--- config.mk ---
export PLATFORM = sky130hd
export DESIGN_NAME = pipe_stage_reg
export DESIGN_NICKNAME = d
export VERILOG_FILES = /design/src/rtl/pipe_stage_reg.sv
export SDC_FILE = /design/constraint.sdc
export NUM_CORES = 1
export LEC_CHECK = 0
export CAP_MARGIN = 40
export CORE_ASPECT_RATIO = 0.7
export CORE_MARGIN = 4
export CORE_UTILIZATION = 32
export DETAILED_ROUTE_END_ITERATION = 16
export GPL_ROUTABILITY_DRIVEN = 0
export GPL_TIMING_DRIVEN = 0
export PLACE_DENSITY = 0.75
export SYNTH_ARGS = -nofsm -noshare
export SYNTH_HDL_FRONTEND = slang
export SYNTH_SLANG_ARGS = --single-unit
--- constraint.sdc ---
create_clock -name clk -period 1.2 [get_ports clk]
set_input_delay 0.12 -clock clk [delete_from_list [all_inputs] [get_ports clk]]
set_output_delay 0.12 -clock clk [all_outputs]
set_load 0.005 [all_outputs]
--- src/rtl/pipe_stage_reg.sv ---
// pipe_stage_reg -- one register slice of a stallable, flushable pipeline.
//
// Each payload moves through the stage with exactly one cycle of latency.
// A per-stage bit of the shared stall vector either inserts a bubble (the
// next stage is free) or freezes the stage (the next stage is also
// stalled). flush discards everything the stage holds.
//
// Build option:
//   PIPE_STAGE_SKID_EN  when defined, adds a one-entry skid buffer. in_ready
//                       then depends only on registered state, so there is
//                       no combinational path from out_ready to in_ready.
//                       Without it, in_ready follows out_ready
//                       combinationally.
//
// Ports:
//   clk        clock; all state updates on the rising edge
//   rst        synchronous active-low reset
//   stall      stall vector; bit STAGE_IDX stalls this stage, bit
//              STAGE_IDX+1 reports whether the next stage is stalled
//   flush      discard held and incoming payloads
//   in_valid   upstream payload valid
//   in_ready   this stage accepts a payload this cycle
//   in_data    upstream payload
//   in_side    upstream sideband (held across bubbles)
//   out_valid  registered payload valid
//   out_ready  downstream accepts the payload
//   out_data   registered payload (BUBBLE_VAL on bubble/flush/reset)
//   out_side   registered sideband
module pipe_stage_reg #(
  parameter int unsigned       DATA_W     = 32,
  parameter int unsigned       SIDE_W     = 1,
  parameter int unsigned       STAGE_IDX  = 2,
  parameter int unsigned       STALL_W    = 6,
  parameter logic [DATA_W-1:0] BUBBLE_VAL = '0
) (
  input  logic               clk,
  input  logic               rst,
  input  logic [STALL_W-1:0] stall,
  input  logic               flush,
  input  logic               in_valid,
  output logic               in_ready,
  input  logic [DATA_W-1:0]  in_data,
  input  logic [SIDE_W-1:0]  in_side,
  output logic               out_valid,
  input  logic               out_ready,
  output logic [DATA_W-1:0]  out_data,
  output logic [SIDE_W-1:0]  out_side
);

  logic              s_stall;
  logic              n_stall;
  logic              slot_free;
  logic              in_fire;
  logic              out_fire;

  logic              out_valid_q, out_valid_d;
  logic [DATA_W-1:0] out_data_q,  out_data_d;
  logic [SIDE_W-1:0] out_side_q,  out_side_d;

`ifdef PIPE_STAGE_SKID_EN
  logic              skid_valid_q, skid_valid_d;
  logic [DATA_W-1:0] skid_data_q,  skid_data_d;
  logic [SIDE_W-1:0] skid_side_q,  skid_side_d;
`endif

  // Only two bits of the shared stall vector matter to this stage.
  logic unused_stall;
  assign unused_stall = ^stall;

  assign s_stall   = stall[STAGE_IDX];
  assign n_stall   = stall[STAGE_IDX+1];
  assign slot_free = !out_valid_q || out_ready;
  assign out_fire  = out_valid_q && out_ready;
  assign in_fire   = in_valid && in_ready;

`ifdef PIPE_STAGE_SKID_EN
  // Depends only on registers and the stall/flush/reset controls.
  assign in_ready = rst && !s_stall && !flush && !skid_valid_q;
`else
  assign in_ready = rst && !s_stall && !flush && slot_free;
`endif

  assign out_valid = out_valid_q;
  assign out_data  = out_data_q;
  assign out_side  = out_side_q;

  always_comb begin
    out_valid_d = out_valid_q;
    out_data_d  = out_data_q;
    out_side_d  = out_side_q;
`ifdef PIPE_STAGE_SKID_EN
    skid_valid_d = skid_valid_q;
    skid_data_d  = skid_data_q;
    skid_side_d  = skid_side_q;
`endif

    if (flush) begin
      out_valid_d = 1'b0;
      out_data_d  = BUBBLE_VAL;
      out_side_d  = '0;
`ifdef PIPE_STAGE_SKID_EN
      skid_valid_d = 1'b0;
`endif
    end else if (s_stall && n_stall) begin
      // Frozen: only a completed handshake may retire the output.
      if (out_fire) begin
        out_valid_d = 1'b0;
      end
    end else if (s_stall) begin
      // Next stage can move: a held skid entry still advances, otherwise
      // a bubble is inserted. The sideband is deliberately kept.
      if (slot_free) begin
`ifdef PIPE_STAGE_SKID_EN
        if (skid_valid_q) begin
          out_valid_d  = 1'b1;
          out_data_d   = skid_data_q;
          out_side_d   = skid_side_q;
          skid_valid_d = 1'b0;
        end else begin
          out_valid_d = 1'b0;
          out_data_d  = BUBBLE_VAL;
        end
`else
        out_valid_d = 1'b0;
        out_data_d  = BUBBLE_VAL;
`endif
      end
    end else begin
      if (slot_free) begin
`ifdef PIPE_STAGE_SKID_EN
        // A full skid blocks in_ready, so it never competes with in_fire.
        if (skid_valid_q) begin
          out_valid_d  = 1'b1;
          out_data_d   = skid_data_q;
          out_side_d   = skid_side_q;
          skid_valid_d = 1'b0;
        end else if (in_fire) begin
          out_valid_d = 1'b1;
          out_data_d  = in_data;
          out_side_d  = in_side;
        end else begin
          out_valid_d = 1'b0;
        end
`else
        if (in_fire) begin
          out_valid_d = 1'b1;
          out_data_d  = in_data;
          out_side_d  = in_side;
        end else begin
          out_valid_d = 1'b0;
        end
`endif
      end
`ifdef PIPE_STAGE_SKID_EN
      else if (in_fire) begin
        // Output is blocked; park the accepted payload.
        skid_valid_d = 1'b1;
        skid_data_d  = in_data;
        skid_side_d  = in_side;
      end
`endif
    end
  end

  // Stage boundary: output register (and optional skid entry).
  always_ff @(posedge clk) begin
    if (!rst) begin
      out_valid_q <= 1'b0;
      out_data_q  <= BUBBLE_VAL;
      out_side_q  <= '0;
    end else begin
      out_valid_q <= out_valid_d;
      out_data_q  <= out_data_d;
      out_side_q  <= out_side_d;
    end
  end

`ifdef PIPE_STAGE_SKID_EN
  always_ff @(posedge clk) begin
    if (!rst) begin
      skid_valid_q <= 1'b0;
    end else begin
      skid_valid_q <= skid_valid_d;
    end
  end

  // Skid payload is qualified by skid_valid_q, so it needs no reset.
  always_ff @(posedge clk) begin
    skid_data_q <= skid_data_d;
    skid_side_q <= skid_side_d;
  end
`endif

endmodule

==> key figures, run 1 <==
Status
  – Status: finished with violations
  – Failing checks: setup timing

Synth
  – YS warnings: 0
  – Gate Count Post-Synth: 90
  – Synth cell types: 18
  – Cell taking the most area after synthesis: dfxtp_1
  – Flops & latches, synth: 34
  – Syn nets: roughly 130
  – Ranking of synthesized cells by instance count: dfxtp_1, a32o_2, buf_6, buf_2, a21oi_1
  – Register area share after synthesis: ~54%
  – Synth Flop Type: dfxtp_1
  – Post-synth EDFFs: 0
  – FFs w/ async S/R, synth: 0%
  – Average cell area after synthesis: between 10 and 15 µm²
  – Yosys top cell area share: a little over half
  – Area contributors post-synth: dfxtp_1, a32o_2, buf_6
  – Post-synthesis cell area: around 1200 µm²
  – Cell with the most instances after synthesis: dfxtp_1

STA
  – Max Slew Vio Count: 0
  – Slew HR: between 80 and 90%
  – Worst-margin pin slew: roughly 260 ps
  – Period minus WS final: 1215 ps
  – Final Setup Violations: 2
  – Final hold vios: 0
  – PnR worst setup slack: -15.37 ps
  – Setup Skew: ~4 ps
  – RSZ-0062 raised after global routing: true
  – Max Freq: ~820 MHz
  – Tcrit/Tclk final: 101.3%

Detailed routing
  – WL per Instance: between 15 and 20 µm
  – First-pass detailed-route iteration total: 4
  – DRT iter0 DRCs: 33
  – DRT Wirelength: 3797 µm
  – Antenna Nets Post-Route: 0
  – # DRC: 0
  – Routed vias: 1141
  – Vias per std cell: 4.983

GRT
  – Initial antenna violation count: 0
  – First-pass GRT wire length: ~5600 µm
  – Vias in the first global route: 1182
  – Grt total ovfl: 0
  – Global-route usage over all layers: ~16%
  – Largest net degree at the start of global routing: 11

Finish
  – Fraction of layout cells with a size suffix above 1: around 36%
  – Number of nets in the layout: between 200 and 250
  – Area delta synth->final: 74.37%
  – Inserted Diodes: 0
  – Util after Layout: approximately 60%

CTS
  – Number of buffers created by CTS: 5
  – H-tree depth: 2
  – CTS Sinks: 34
  – Clk_lat worst skew: between 200 and 300 ps
  – TritonCTS clock tree: done
  – Clk Tree Root Cell: clkbuf_8
  – Clock slew at reported path FFs: approximately 70 ps
  – Cts hold-fix bufs: 0
  – CTS Buffer Depth: 2

Pwr
  – Switching share of total power: between 20% and 30%
  – LEAKAGE: 1.161 nW
  – Internal power: 1.824 mW
  – Flop pwr share: 49.7%
  – PwrDens: 1076 nW/µm²
  – Comb power frac: ~14%
  – Peak VDD IR: between 0.5 and 0.6 mV
  – Switching power: 0.5204 mW
  – Clock power share: 36.3%

Placed design
  – Final HPWL DP: 2795 µm
  – Worst Setup Slack post-DPL: -376.6 ps
  – Port bufs: 74

Worst setup path
  – Crit end category: flip-flop
  – Critical path type: reg -> reg
  – Required time worst endpoint: 1420 ps
  – Crit path arrival time: 1430 ps
  – Crit path max fanout: 6
  – Setup crit start kind: flip-flop

Floorplan
  – Initial Utilization: between 30% and 40%
  – Placeable Area: 3649 µm²
  – Row Count: 18
  – Die Span X: slightly above 80 µm
  – Chip Height: roughly 60 µm
  – DIE AREA: ~5000 µm²
  – Num ports: slightly below 80

Flow run
  – Max-cap violations: 0

Hold path
  – Hold Path Class: in -> reg
-- power by group through the flow --
stage	registers, mW	clock network [mW]	logic (mW)
2_1_floorplan	1.19	0	0.107
3_3_place_gp	1.19	0	0.314
3_5_place_dp	1.19	0	0.322
4_1_cts	1.17	0.883	0.329
5_1_grt	1.17	0.932	0.349
6_report	1.17	0.852	0.327
-- repair_timing --
action,in CTS,in global routing
setup buffers,4,0
gates cloned,4,0
gates resized for setup,54,1
endpoints found under the hold margin,0,0
endpoints found under the setup margin,65,32
pin swaps,1,1
-- kinds of logic after synthesis --
kind of cell	count (synthesis)	synth area share [%]
AND/OR/NAND/NOR	10	7.908
flip-flops	34	54.45
AO/OA/AOI/OAI	36	30.73
buffers and inverters	10	6.906
-- area by class of cell --
type	count	area [µm²]
Tap cell	50	62.56
Clock inverter	1	5.005
Fill cell	323	1469
Sequential cell	34	684.4
Timing Repair Buffer	81	749.5
Multi-Input combinational cell	46	498.0
Buffer	10	93.84
Clock buffer	7	86.33
-- sequential cells by signal, indices dropped and copies added (netlist names) --
signal / flops
out_data: 32
out_valid: 1
out_side: 1
-- path summary, 6_finish.rpt --
check / start / to / slack, ps / cells after the start
worst max-delay path: out_valid$_SDFFE_PP0P_ / out_data[22]$_SDFFE_PP0P_ / -20 / 5
worst min-delay path: rst / out_valid$_SDFFE_PP0P_ / 290 / 3
worst max register to register: out_valid$_SDFFE_PP0P_ / out_data[22]$_SDFFE_PP0P_ / -20 / 5
worst min register to register: out_side$_SDFFE_PP0P_ / out_side$_SDFFE_PP0P_ / 490 / 2
-- critical path, cell delays in order (launching register included) --
cell and delay (ps):
dfxtp_2 330, nor2b_4 130, nor4b_4 260, buf_6 180, buf_6 120, a32o_2 130
-- metal layers --
layer / track usage [%] / part of all wire (%) / routed length (µm)
met4: 9.091 / 2.9 / 110
met2: 26.37 / 49 / 1848
met5: 0 / 0 / 0
met3: 4.066 / 6.8 / 260
met1: 17.92 / 42 / 1578
-- cells in the final DEF, fill, tap and decap left out, drive strengths merged --
cell type,n
a21oi,2
a32o,32
and2b,1
buf,17
clkbuf,8
clkdlybuf4s50,36
clkinv,1
dfxtp,34
dlygate4sd2,37
nand2b,2
nand3,1
nor2b,3
nor3,1
nor4b,1
o21ai,2
or2b,1
-- metrics by stage --
| step | hold slack, ps | cells | power, mW | instance area (µm²) | TNS (ps) |
|---|---|---|---|---|---|
| after floorplan | 246.8 | 90 | 1.300 | 1250 | 0 |
| after global placement | 466.7 | 214 | 1.503 | 2053 | -10590 |
| after detailed placement | 479.6 | 214 | 1.513 | 2053 | -11270 |
| after CTS | 280.6 | 230 | 2.377 | 2182 | 0 |
| after global routing | 297.9 | 229 | 2.448 | 2180 | -943.4 |
| final | 288.9 | 229 | 2.345 | 2180 | -16.79 |
(Power assumes the default switching activity.)
==> run 2: changes to the inputs <==
Settings changed: CORE_MARGIN 4 to 5.
==> key figures, run 2 (synthesis results as in run 1) <==
Detailed routing
  – DRT iter0 DRCs: 28 (-15%)
  – DRT Wirelength: 3742 µm (-1.4%)
  – Routed vias: 1149 (+0.70%)
  – Vias per std cell: 5.039 (+1.1%)
  – # DRC: 0 (unchanged)
  – WL per Instance: 16.41 µm (-1.0%)
  – First-pass detailed-route iteration total: 4 (unchanged)
  – Antenna Nets Post-Route: 0 (unchanged)

Pwr
  – Total power draw: 2.503 mW (+6.7%)
  – Clock power share: 40.5% (+4.2 points)
  – PwrDens: 1156 nW/µm² (+7.4%)
  – Comb power frac: 12.9% (-1.0 points)
  – Switching share of total power: 21.00% (-1.2 points)
  – Internal power: 1.977 mW (+8.4%)
  – Peak VDD IR: 0.7913 mV (+36%)
  – LEAKAGE: 1.145 nW (-1.4%)
  – Switching power: 0.5256 mW (+1.0%)
  – Flop pwr share: 46.6% (-3.1 points)

STA
  – Max Freq: 827.6 MHz (+0.58%)
  – Final Setup Violations: 5 (+3)
  – Final hold vios: 0 (unchanged)
  – PnR worst setup slack: -8.384 ps (+6.990 ps)
  – Tcrit/Tclk final: 100.7% (-0.58 points)
  – Max Slew Vio Count: 0 (unchanged)
  – RSZ-0062 raised after global routing: true
  – Slew HR: 81.56% (-1.1 points)
  – Period minus WS final: 1208 ps (-6.990 ps)
  – Worst-margin pin slew: 275.6 ps (+15.12 ps)
  – Setup Skew: 3.990 ps (+0.06800 ps)

CTS
  – Number of buffers created by CTS: 5 (unchanged)
  – Clock slew at reported path FFs: 70 ps (about the same)
  – Clk_lat worst skew: 280 ps (about the same)
  – CTS Buffer Depth: 2 (unchanged)
  – TritonCTS clock tree: done
  – H-tree depth: 2 (unchanged)
  – Clk Tree Root Cell: clkbuf_8
  – CTS Sinks: 34 (unchanged)

Finish
  – Post-Layout Cell Count: 228 (-0.44%)
  – Number of flip-flops in the largest register: 32 (unchanged)
  – Fraction of layout cells with a size suffix above 1: 35.23% (-1.1 points)
  – Util after Layout: 56.24% (-3.5 points)
  – Number of nets in the layout: 219 (-1.4%)
  – Commonest non-fill, non-tap cell in the layout: clkdlybuf4s50_1
  – Area delta synth->final: 73.27%
  – Most frequent cells in the layout: clkdlybuf4s50_1, dlygate4sd2_1, a32o_2, dfxtp_1, buf_6
  – Inserted Diodes: 0 (unchanged)
  – # fillers: 357 (+11%)

Floorplan
  – Chip Height: 62.29 µm (+3.3%)
  – Initial Utilization: 32.46% (-1.8 points)
  – Row Count: 19 (+1)
  – DIE AREA: 5276 µm² (+5.8%)
  – Placeable Area: 3851 µm² (+5.6%)
  – Die Span X: 84.70 µm (+2.4%)
  – Num ports: 79 (unchanged)

GRT
  – Grt total ovfl: 0 (unchanged)
  – Global-route usage over all layers: 14.92% (-0.72 points)
  – Vias in the first global route: 1247 (+5.5%)
  – Largest net degree at the start of global routing: 11 (unchanged)
  – First-pass GRT wire length: 6134 µm (+8.7%)
  – Initial antenna violation count: 0 (unchanged)

Hold path
  – Hold Path Class: in -> reg

Flow run
  – Max-cap violations: 0 (unchanged)

Worst setup path
  – Crit path max fanout: 10 (+4)
  – Critical path type: reg -> reg
  – Required time worst endpoint: 1370 ps (-50 ps)
  – Crit path arrival time: 1380 ps (-50 ps)
  – Setup crit start kind: flip-flop
  – Crit end category: flip-flop

Status
  – Status: finished with violations
  – Failing checks: setup timing

Placed design
  – Worst Setup Slack post-DPL: -391.8 ps (-15.19 ps)
  – Final HPWL DP: 2795 µm (about the same)
  – Placed cell count: 216 (+0.93%)
  – Port bufs: 74 (unchanged)
run 2: repair_timing:
action                     CTS  global route
setup endpoints to repair   65            33
hold buffers                 0             0
resized for setup           46             2
cloned                       2             0
setup buffers                2             1
pin swaps                    1             0
run 2: layout make-up:
class / count / area, µm² / share of cell area [%]
buffer: 10 / 86.33 / 3.986
clock inverter: 1 / 30.03 / 1.386
sequential: 34 / 684.4 / 31.60
clock buffer: 7 / 76.32 / 3.524
tap: 52 / 65.06 / 3.004
timing repair buffer: 78 / 720.7 / 33.28
multi-input combinational: 46 / 503.0 / 23.22
run 2: worst paths after layout:
kind                               start                        end  slack (ps)  cells past startpoint
hold / removal                       rst     out_valid$_SDFFE_PP0P_         300                      3
setup reg to reg  out_valid$_SDFFE_PP0P_  out_data[22]$_SDFFE_PP0P_          -8                      5
setup / recovery  out_valid$_SDFFE_PP0P_  out_data[22]$_SDFFE_PP0P_          -8                      5
hold reg to reg    out_side$_SDFFE_PP0P_      out_side$_SDFFE_PP0P_         480                      2
run 2: power groups by stage:
stage / clock, mW / sequential [mW] / combinational (mW)
after floorplan: 0 / 1.19 / 0.107
after global placement: 0 / 1.19 / 0.312
after detailed placement: 0 / 1.19 / 0.324
after CTS: 1.05 / 1.17 / 0.325
after global routing: 1.10 / 1.17 / 0.345
final: 1.01 / 1.17 / 0.323
run 2: critical path, cell delays in order, from the launching register on:
cell and delay [ps]:
dfxtp_2 330, nor2b_4 190, nor4b_4 60, buf_4 160, buf_6 140, a32o_2 220
run 2: through the flow:
stage	hold WS (ps)	TNS [ps]	area, µm²
3_3_place_gp	470.4	-11430	2056
3_5_place_dp	474.3	-12240	2056
5_1_grt	306.1	-1342	2166
4_1_cts	276.9	-92.82	2166
6_report	295.1	-21.91	2166
2_1_floorplan	246.8	0	1250
run 2: metal layers:
metal,global-route usage [%],vias to the layer above,part of all wire (%)
met3,8.587,9,10
met2,24.51,52,48
met4,6.522,0,2.7
met5,0,-,0
li1,-,537,-
met1,15.47,551,39
==> run 3: changes to the inputs <==
Settings changed: ABC_CLOCK_PERIOD_IN_PS set to 1200.
==> results of run 3 <==
The final DEF is identical to that of run 2; final timing and power are the same.
